`src/rtl/du_dmem_burst_tx.sv`:
```
// Data-memory burst dump over UART. An address and a word count arrive as
// LSB-first bytes on the Rx FIFO. Each word is read from memory and sent out
// LSB-first on the Tx side, optionally followed by an XOR checksum byte.
// An all-ones address ends the session.
module du_dmem_burst_tx #(
   parameter int unsigned NB_DATA      = 32,
   parameter int unsigned NB_UART_DATA = 8,
   parameter int unsigned NB_COUNT     = 16,
   parameter int unsigned DMEM_LAT     = 1
) (
   input  logic                    clk,
   input  logic                    i_rst_n,
   input  logic                    i_start,
   input  logic                    i_cksum_en,
   input  logic                    i_rx_done,
   input  logic [NB_UART_DATA-1:0] i_rx_data,
   input  logic                    i_tx_done,
   input  logic [NB_DATA-1:0]      i_dmem_data,
   output logic                    o_done,
   output logic                    o_rd,
   output logic                    o_wr,
   output logic                    o_tx_start,
   output logic [NB_UART_DATA-1:0] o_wdata,
   output logic                    o_dmem_rd,
   output logic [1:0]              o_dmem_rsize,
   output logic [NB_DATA-1:0]      o_dmem_raddr
);

   localparam int unsigned ADDR_BYTES = NB_DATA / NB_UART_DATA;
   localparam int unsigned CNT_BYTES  = NB_COUNT / NB_UART_DATA;
   localparam int unsigned ADDR_STEP  = NB_DATA / 8;

   typedef enum logic [6:0] {
      StIdle   = 7'b0000001,
      StRxAddr = 7'b0000010,
      StRxCnt  = 7'b0000100,
      StRead   = 7'b0001000,
      StSend   = 7'b0010000,
      StCksum  = 7'b0100000,
      StDrain  = 7'b1000000
   } state_e;

   state_e                  state_q, state_d;
   logic [NB_DATA-1:0]      addr_q, addr_d;
   logic [NB_COUNT-1:0]     cnt_q, cnt_d;
   logic [NB_DATA-1:0]      word_q, word_d;
   logic [NB_UART_DATA-1:0] cksum_q, cksum_d;
   logic [7:0]              bcnt_q, bcnt_d;
   logic [2:0]              lat_q, lat_d;
   logic                    busy_q, busy_d;
   logic                    cksum_en_q, cksum_en_d;
   logic                    done_q, done_d;

   logic                    issue;
   logic [NB_UART_DATA-1:0] tx_byte;
   logic [NB_DATA-1:0]      addr_shift;
   logic [NB_COUNT-1:0]     cnt_shift;

   // Bytes are shifted in at the MSB end so the first byte ends up as the LSB.
   assign addr_shift = {i_rx_data, addr_q[NB_DATA-1:NB_UART_DATA]};
   assign cnt_shift  = {i_rx_data, cnt_q[NB_COUNT-1:NB_UART_DATA]};

   // Next-state logic, datapath updates and Rx/memory/Tx strobes.
   always_comb begin
      state_d    = state_q;
      addr_d     = addr_q;
      cnt_d      = cnt_q;
      word_d     = word_q;
      cksum_d    = cksum_q;
      bcnt_d     = bcnt_q;
      lat_d      = lat_q;
      cksum_en_d = cksum_en_q;
      done_d     = 1'b0;
      issue      = 1'b0;
      tx_byte    = '0;
      o_rd       = 1'b0;
      o_dmem_rd  = 1'b0;

      unique case (state_q)
         StIdle: begin
            if (i_start) begin
               state_d = StRxAddr;
               bcnt_d  = '0;
            end
         end

         StRxAddr: begin
            if (i_rx_done) begin
               o_rd   = 1'b1;
               addr_d = addr_shift;
               if (bcnt_q == 8'(ADDR_BYTES - 1)) begin
                  bcnt_d = '0;
                  if (&addr_shift) begin
                     done_d  = 1'b1;
                     state_d = StIdle;
                  end else begin
                     state_d = StRxCnt;
                  end
               end else begin
                  bcnt_d = bcnt_q + 8'd1;
               end
            end
         end

         StRxCnt: begin
            if (i_rx_done) begin
               o_rd  = 1'b1;
               cnt_d = cnt_shift;
               if (bcnt_q == 8'(CNT_BYTES - 1)) begin
                  bcnt_d = '0;
                  if (cnt_shift == '0) begin
                     state_d = StRxAddr;
                  end else begin
                     cksum_d    = '0;
                     cksum_en_d = i_cksum_en;
                     lat_d      = '0;
                     state_d    = StRead;
                  end
               end else begin
                  bcnt_d = bcnt_q + 8'd1;
               end
            end
         end

         StRead: begin
            o_dmem_rd = 1'b1;
            if (lat_q == 3'(DMEM_LAT - 1)) begin
               word_d  = i_dmem_data;
               lat_d   = '0;
               bcnt_d  = '0;
               state_d = StSend;
            end else begin
               lat_d = lat_q + 3'd1;
            end
         end

         StSend: begin
            if (!busy_q) begin
               issue   = 1'b1;
               tx_byte = word_q[NB_UART_DATA-1:0];
               word_d  = word_q >> NB_UART_DATA;
               cksum_d = cksum_q ^ word_q[NB_UART_DATA-1:0];
               if (bcnt_q == 8'(ADDR_BYTES - 1)) begin
                  bcnt_d = '0;
                  addr_d = addr_q + NB_DATA'(ADDR_STEP);
                  cnt_d  = cnt_q - NB_COUNT'(1);
                  if (cnt_q != NB_COUNT'(1)) begin
                     lat_d   = '0;
                     state_d = StRead;
                  end else if (cksum_en_q) begin
                     state_d = StCksum;
                  end else begin
                     state_d = StDrain;
                  end
               end else begin
                  bcnt_d = bcnt_q + 8'd1;
               end
            end
         end

         StCksum: begin
            if (!busy_q) begin
               issue   = 1'b1;
               tx_byte = cksum_q;
               state_d = StDrain;
            end
         end

         StDrain: begin
            if (!busy_q) begin
               bcnt_d  = '0;
               state_d = StRxAddr;
            end
         end

         default: begin
            state_d = StIdle;
         end
      endcase
   end

   // Tx pacing: a new issue wins over a simultaneous tx_done.
   always_comb begin
      busy_d = (busy_q & ~i_tx_done) | issue;
   end

   // Output shaping: idle values are all zero.
   always_comb begin
      o_done       = done_q;
      o_wr         = issue;
      o_tx_start   = issue;
      o_wdata      = issue ? tx_byte : '0;
      o_dmem_rsize = o_dmem_rd ? 2'b11 : 2'b00;
      o_dmem_raddr = o_dmem_rd ? addr_q : '0;
   end

   // State and datapath registers.
   always_ff @(posedge clk or negedge i_rst_n) begin
      if (!i_rst_n) begin
         state_q    <= StIdle;
         addr_q     <= '0;
         cnt_q      <= '0;
         word_q     <= '0;
         cksum_q    <= '0;
         bcnt_q     <= '0;
         lat_q      <= '0;
         busy_q     <= 1'b0;
         cksum_en_q <= 1'b0;
         done_q     <= 1'b0;
      end else begin
         state_q    <= state_d;
         addr_q     <= addr_d;
         cnt_q      <= cnt_d;
         word_q     <= word_d;
         cksum_q    <= cksum_d;
         bcnt_q     <= bcnt_d;
         lat_q      <= lat_d;
         busy_q     <= busy_d;
         cksum_en_q <= cksum_en_d;
         done_q     <= done_d;
      end
   end

endmodule
```
`config.mk`:
```
export PLATFORM = sky130hd
export DESIGN_NAME = du_dmem_burst_tx
export DESIGN_NICKNAME = d
export VERILOG_FILES = /design/src/rtl/du_dmem_burst_tx.sv
export SDC_FILE = /design/constraint.sdc
export NUM_CORES = 1
export LEC_CHECK = 0
export ABC_CLOCK_PERIOD_IN_PS = 4870
export BUFFER_PORTS_ARGS = -buffer_cell sky130_fd_sc_hd__buf_2
export CAP_MARGIN = 20
export CORE_MARGIN = 4
export CORE_UTILIZATION = 40
export DETAILED_ROUTE_END_ITERATION = 10
export GPL_TIMING_DRIVEN = 0
export PLACE_DENSITY = 0.56
export SLEW_MARGIN = 20
export SYNTH_ARGS = -nofsm -noshare
export SYNTH_HDL_FRONTEND = slang
export SYNTH_SLANG_ARGS = --single-unit
```
`constraint.sdc`:
```
create_clock -name clk -period 4.87 [get_ports clk]
set_input_delay 1.461 -clock clk [delete_from_list [all_inputs] [get_ports clk]]
set_output_delay 1.461 -clock clk [all_outputs]
set_load 0.03 [all_outputs]
```
Word-level counts from Yosys, hierarchy flattened
Cells that the tools add are included.
{"block": "op_classes", "n_addsub": 4, "eq_ne": 22, "muxes": 63, "bitwise_logic": 5, "reduce_logical": 18}
{"op": "$mux 32", "n": 6}
{"op": "$pmux 32 s2", "n": 2}
{"op": "$mux 8", "n": 15}
{"op": "$mux 7", "n": 12}
{"op": "$pmux 7 s7", "n": 1}
{"op": "$mux 16", "n": 3}
{"op": "$pmux 8 s6", "n": 1}
{"op": "$add 32x3->32 const B", "n": 1}
{"op": "$pmux 16 s2", "n": 1}
{"op": "$pmux 8 s2", "n": 2}
{"op": "$reduce_and 32->1", "n": 1}
{"op": "$mux 3", "n": 8}
{"op": "$ne 2x2->1 const B", "n": 12}
{"op": "$logic_not 16->1", "n": 1}
{"op": "$ne 16x1->1 const B", "n": 1}
{"op": "$sub 16x1->16 const B", "n": 1}
{"op": "$reduce_and 7->1", "n": 2}
{"op": "$reduce_and 4->1", "n": 3}
{"op": "$reduce_and 10->1", "n": 1}
{"op": "$mux 1", "n": 9}
{"op": "$pmux 3 s3", "n": 1}
{"op": "$add 8x1->8 const B", "n": 1}
{"op": "$eq 8x1->1 const B", "n": 1}
{"op": "$eq 8x2->1 const B", "n": 1}
{"op": "other kinds (21)", "n": 25}
{"block": "word_totals", "reg_bits": 109, "inputBits": 46, "out_inout_bits": 47, "elab_cells": 122}

Longest topological paths before layout
{"block": "logic_depth", "depth_word": 5, "mapped_depth": 10, "ltp_nobuf": 8}

Worst setup path before layout
Ideal clock, no wire load.
{"block": "synth_timing", "path_kind": "register to output", "startpoint": "reg state_q[6]", "endpoint": "out o_wdata[0]", "arrival_ns": 2.451, "required_time_ns": 3.409, "path_slack_ns": 0.958, "path_stages_with_launch": 10, "path_buffers": 5, "path_cell_list": "dfrtp_1 -> clkbuf_1 -> nor3_1 -> buf_2 -> and4b_1 -> clkbuf_1 -> clkbuf_1 -> clkbuf_1 -> a22oi_1 -> nor2_1"}
{"block": "synth_between", "elab_chain_len": 4, "elab_cells_between_ends": 6, "cone_classes": "eq/ne (2); mux (3); reduce/logical (1)"}
{"item": "from (decl)", "line": "43", "text": "state_e state_q, state_d;"}
{"item": "from (signal assigned)", "line": "200", "text": "state_q <= StIdle;"}
{"item": "from (signal assigned)", "line": "211", "text": "state_q <= state_d;"}
{"item": "$eq 7x6->1 or $eq 7x5->1 (tied branches)", "line": "79", "text": "unique case (state_q)"}
{"item": "$reduce_or 2->1 (no source line)"}
{"item": "$mux 1"}
{"item": "$mux 8 *", "line": "192", "text": "o_wdata = issue ? tx_byte : '0;"}
{"item": "to (decl)", "line": "23", "text": "output logic [NB_UART_DATA-1:0] o_wdata,"}
Every way passes the cells marked *; elsewhere a longest branch is shown, timed or not.

Final worst setup path
{"block": "layout_timing", "startpoint": "reg state_q[6]", "endpoint": "out o_wdata[2]"}
The elaborated chain is that of the path after synthesis.

==> summary.md <==
| Metric | Value |
|---|---|
| Most used DFF post-synth | `sky130_fd_sc_hd__dfrtp_1` |
| Cell taking the most area after synthesis | `sky130_fd_sc_hd__dfrtp_1` |
| Power density relative to cell area | `~500 mW/mm^2` |
| FFs w/ async S/R, synth | `1.00` |
| Highest metal layer with signal wires | `met4` |
| Placement row count | `46` |
| CTS root buffer | `sky130_fd_sc_hd__clkbuf_16` |
| Area overhead of the layout relative to synthesis | `16.5%` |
| Mean routed wirelength per cell | `about 19 um` |
| Wire length on met3 | `~1.4 mm` |
| Via count of the first global-routing pass | `~6300` |
| Transition time of the tightest slew-check pin | `~0.94 ns` |
| Mean instance size in the synthesized netlist | `8.09 um^2` |
| Worst Hold Class | `register to register` |
| Clock edge transition at the registers on the reported setup and hold paths | `0.08 ns` |
| Final critical delay including setup and external delays | `around 4.7 ns` |
| Detailed-routing wirelength on met1 | `around 9.3 mm` |
| Cell depth of the worst min-delay path | `2` |
| Setup CP Type | `register to output pin` |
| Part of the Yosys area used for sequential elements | `0.419` |
| Post-Synthesis Cell Area | `approximately 0.0065 mm^2` |
| Final layout net count | `between 900 and 1000` |
| Max-slew violation count | `0` |
| Count of flip-flops with a built-in enable after synthesis | `0` |
| Highest attainable clock frequency | `approximately 210 MHz` |
| Synth warnings | `0` |
| TritonCTS clock tree | `done` |
| Number of buffers inserted for hold repair after clock tree synthesis | `0` |
| Total Wirelength | `about 21 mm` |
| Data required, critical path | `between 3 and 4 ns` |
| Maximum clock path buffer count | `2` |
| Maximum resistive drop on vdd | `between 0.2 and 0.25 mV` |
| Number of I/O port buffers | `just over 90` |
| Distinct cell type count of the synthesized netlist | `between 60 and 70` |
| Die Y-Extent | `136 um` |
| HPWL reported at the end of detailed placement | `approximately 16 mm` |
| DRC errors left | `0` |
| Source of the worst register-to-register timing path | `state_q[5]` |
| Die area | `about 0.018 mm^2` |
| Hold-critical path endpoint | `word_q[30]` |
| Post-synthesis sequential element count | `109` |
| Cell types with the largest area share after synthesis | `sky130_fd_sc_hd__dfrtp_1, sky130_fd_sc_hd__nand2_1, sky130_fd_sc_hd__a21oi_1, sky130_fd_sc_hd__nor2_1, sky130_fd_sc_hd__o21ai_0` |
| Footprint of the multi-input gates | `0.00349 mm^2` |
| Setup clock skew after layout | `approximately 0.012 ns` |
| Hold Fails Final Rpt | `0` |
| Fraction of post-synthesis cell area in the top cell type by area | `0.415` |
| Hold wc startpoint | `word_q[30]` |
| Crit path launch type | `register` |
| Flop2flop setup slack | `~1.6 ns` |
| Worst EP arrival | `between 3 and 4 ns` |
| Count of antenna diodes in the layout | `0` |
| Floorplan die width | `136 um` |
| Placeable core region | `approximately 0.016 mm^2` |
| Status | `completed` |
| Via Count | `around 6600` |
| Initial detailed-routing violation count | `480` |
| Crit end category | `output pin` |
| Most common library cell in the layout ignoring fill and taps | `sky130_fd_sc_hd__nand2_1` |
| Static power due to leakage | `3.50 nW` |
| Final core utilization | `0.477` |
| Gpl congestion | `~0.9` |
| Initial antenna violation count | `0` |
| Global-route wire length before repair | `between 30 and 40 mm` |
| TritonCTS Buffers | `9` |
| Relative slew margins | `0.366` |
| Number of nets with antenna violations after detailed routing | `0` |
| Maximum level of the CTS H-tree | `3` |
| GRT Overall Usage | `0.234` |
| Wire length on met2 | `10.2 mm` |
| Setup repair after global routing missed its margin | `false` |
| Portion of the clock cycle consumed by the worst path in the final layout | `0.956` |
| Length of the first detailed-routing pass in iterations | `5` |
| Setup TNS | `0 ns` |
| Layout cell share with drive strength beyond 1 | `0.157` |
| Total congestion overflow | `0` |
| Largest driver fanout on the critical path | `10` |
| Commonest cells after routing, fill and taps aside | `sky130_fd_sc_hd__nand2_1, sky130_fd_sc_hd__dfrtp_1, sky130_fd_sc_hd__buf_2` |
| I/O pin total | `between 90 and 100` |
| Max-cap violations | `0` |
| Syn Nets | `between 800 and 900` |
| Instance count of the mapped netlist | `806` |
| Setup violation total in the final timing report | `0` |
| FF+latch area | `0.00273 mm^2` |
| Number of vias per cell after detailed routing | `approximately 5.8` |
| Critical register-to-register path endpoint | `addr_q[26]` |
| Worst-case reg-to-reg path depth | `8` |
| Maximum number of pins on one net before global-route repair | `65` |
| Clock insertion delay at the later pin of the skew report | `~0.37 ns` |
| Filler cells | `about 1600` |
| Starting density of the core | `0.409` |
| Count of clock tree sinks | `around 110` |
| CP Launch Point | `state_q[6]` |
## how the worst max path moves through the flow
| stage | endpoint | slack [ns] | cells past startpoint |
|---|---|---|---|
| after detailed placement | o_wdata[2] | 0.25 | 10 |
| after global routing | o_wdata[2] | 0.05 | 10 |
| final | o_wdata[2] | 0.21 | 10 |
| after CTS | o_wdata[2] | 0.04 | 10 |
| after global placement | o_wdata[2] | 0.24 | 10 |
| after floorplan | o_wdata[0] | 0.96 | 9 |
## sequential cells by signal (all words and copies together) (netlist names)
| name | cells |
|---|---|
| bcnt_q | 8 |
| lat_q | 3 |
| busy_q | 1 |
| word_q | 32 |
| cksum_en_q | 1 |
| addr_q | 32 |
| cnt_q | 16 |
| cksum_q | 8 |
| state_q | 7 |
| o_done | 1 |
## through the flow
step / hold slack, ns / worst slack (ns) / cell area (um^2) / power, mW / instances
floorplan: 0.438 / 0.958 / 6520 / 2.54 / 806
global placement: 0.454 / 0.237 / 7250 / 2.98 / 1114
detailed placement: 0.463 / 0.252 / 7300 / 3.02 / 1116
CTS: 0.479 / 0.0421 / 7600 / 3.79 / 1132
global route: 0.491 / 0.0491 / 7600 / 4.08 / 1132
finish: 0.474 / 0.215 / 7600 / 3.79 / 1132
## where the power goes
| part | switching (mW) | internal [mW] | leakage (nW) |
|---|---|---|---|
| clock network | 0.366 | 0.406 | 0.148 |
| registers | 0.382 | 1.26 | 1.27 |
| logic | 0.858 | 0.522 | 2.07 |
## synthesized netlist by cell type, types with 3 or more instances
cell type,n
sky130_fd_sc_hd__a21o_1,6
sky130_fd_sc_hd__a21oi_1,73
sky130_fd_sc_hd__a22o_1,6
sky130_fd_sc_hd__a22oi_1,15
sky130_fd_sc_hd__a31oi_1,31
sky130_fd_sc_hd__a41oi_1,5
sky130_fd_sc_hd__and2_1,5
sky130_fd_sc_hd__and3_1,40
sky130_fd_sc_hd__and4_1,4
sky130_fd_sc_hd__buf_1,3
sky130_fd_sc_hd__buf_2,9
sky130_fd_sc_hd__buf_4,3
sky130_fd_sc_hd__clkbuf_1,44
sky130_fd_sc_hd__dfrtp_1,108
sky130_fd_sc_hd__ha_1,7
sky130_fd_sc_hd__inv_1,15
sky130_fd_sc_hd__mux2_2,4
sky130_fd_sc_hd__nand2_1,113
sky130_fd_sc_hd__nand2b_1,5
sky130_fd_sc_hd__nand3_1,29
sky130_fd_sc_hd__nand4_1,8
sky130_fd_sc_hd__nor2_1,97
sky130_fd_sc_hd__nor2b_1,9
sky130_fd_sc_hd__nor3_1,19
sky130_fd_sc_hd__nor3b_1,3
sky130_fd_sc_hd__nor4_1,6
sky130_fd_sc_hd__nor4b_1,3
sky130_fd_sc_hd__o211ai_1,3
sky130_fd_sc_hd__o21ai_0,56
sky130_fd_sc_hd__o22a_1,8
sky130_fd_sc_hd__o22ai_1,9
sky130_fd_sc_hd__o31ai_1,3
sky130_fd_sc_hd__or3_1,4
sky130_fd_sc_hd__or4_1,5
sky130_fd_sc_hd__or4_4,3
## area by class of cell
| type | instances | area share |
|---|---|---|
| multi-input combinational | 622 | 0.459 |
| sequential | 109 | 0.359 |
| timing repair buffer | 94 | 0.0657 |
| tap | 216 | 0.0356 |
| buffer | 60 | 0.0339 |
| clock buffer | 10 | 0.0301 |
| clock inverter | 6 | 0.00922 |
| inverter | 15 | 0.00741 |
## kinds of logic after synthesis
family / count (synthesis) / synth area share
and+or+nand+nor: 365 / 0.274
AOI/OAI and AO/OA: 241 / 0.232
DFF: 109 / 0.419
buffers and inverters: 75 / 0.0478
adders and majority gates: 7 / 0.0134
muxes: 6 / 0.00998
xor gates and xnor gates: 3 / 0.00403
## repair_timing
action	4_1_cts	5_1_grt
resized for setup	1	2
setup endpoints to repair	8	8
buffers inserted	0	0
gates cloned	0	0
## worst max-delay path, stage by stage, from the launching register on
cell	delay (ns)
sky130_fd_sc_hd__dfrtp_1	0.36
sky130_fd_sc_hd__clkbuf_1	0.19
sky130_fd_sc_hd__nor3_1	0.38
sky130_fd_sc_hd__buf_2	0.35
sky130_fd_sc_hd__and4b_1	0.23
sky130_fd_sc_hd__clkbuf_1	0.20
sky130_fd_sc_hd__clkbuf_2	0.31
sky130_fd_sc_hd__clkbuf_2	0.33
sky130_fd_sc_hd__a22oi_1	0.14
sky130_fd_sc_hd__nor2_1	0.11
sky130_fd_sc_hd__buf_2	0.20
## per-layer routing
layer | up-vias | global-route usage
met1 | 3179 | 0.312
met3 | 30 | 0.0449
li1 | 3144 | -
met2 | 264 | 0.392
met4 | 0 | 0.0605
met5 | - | 0
(Power assumes the default switching activity.)
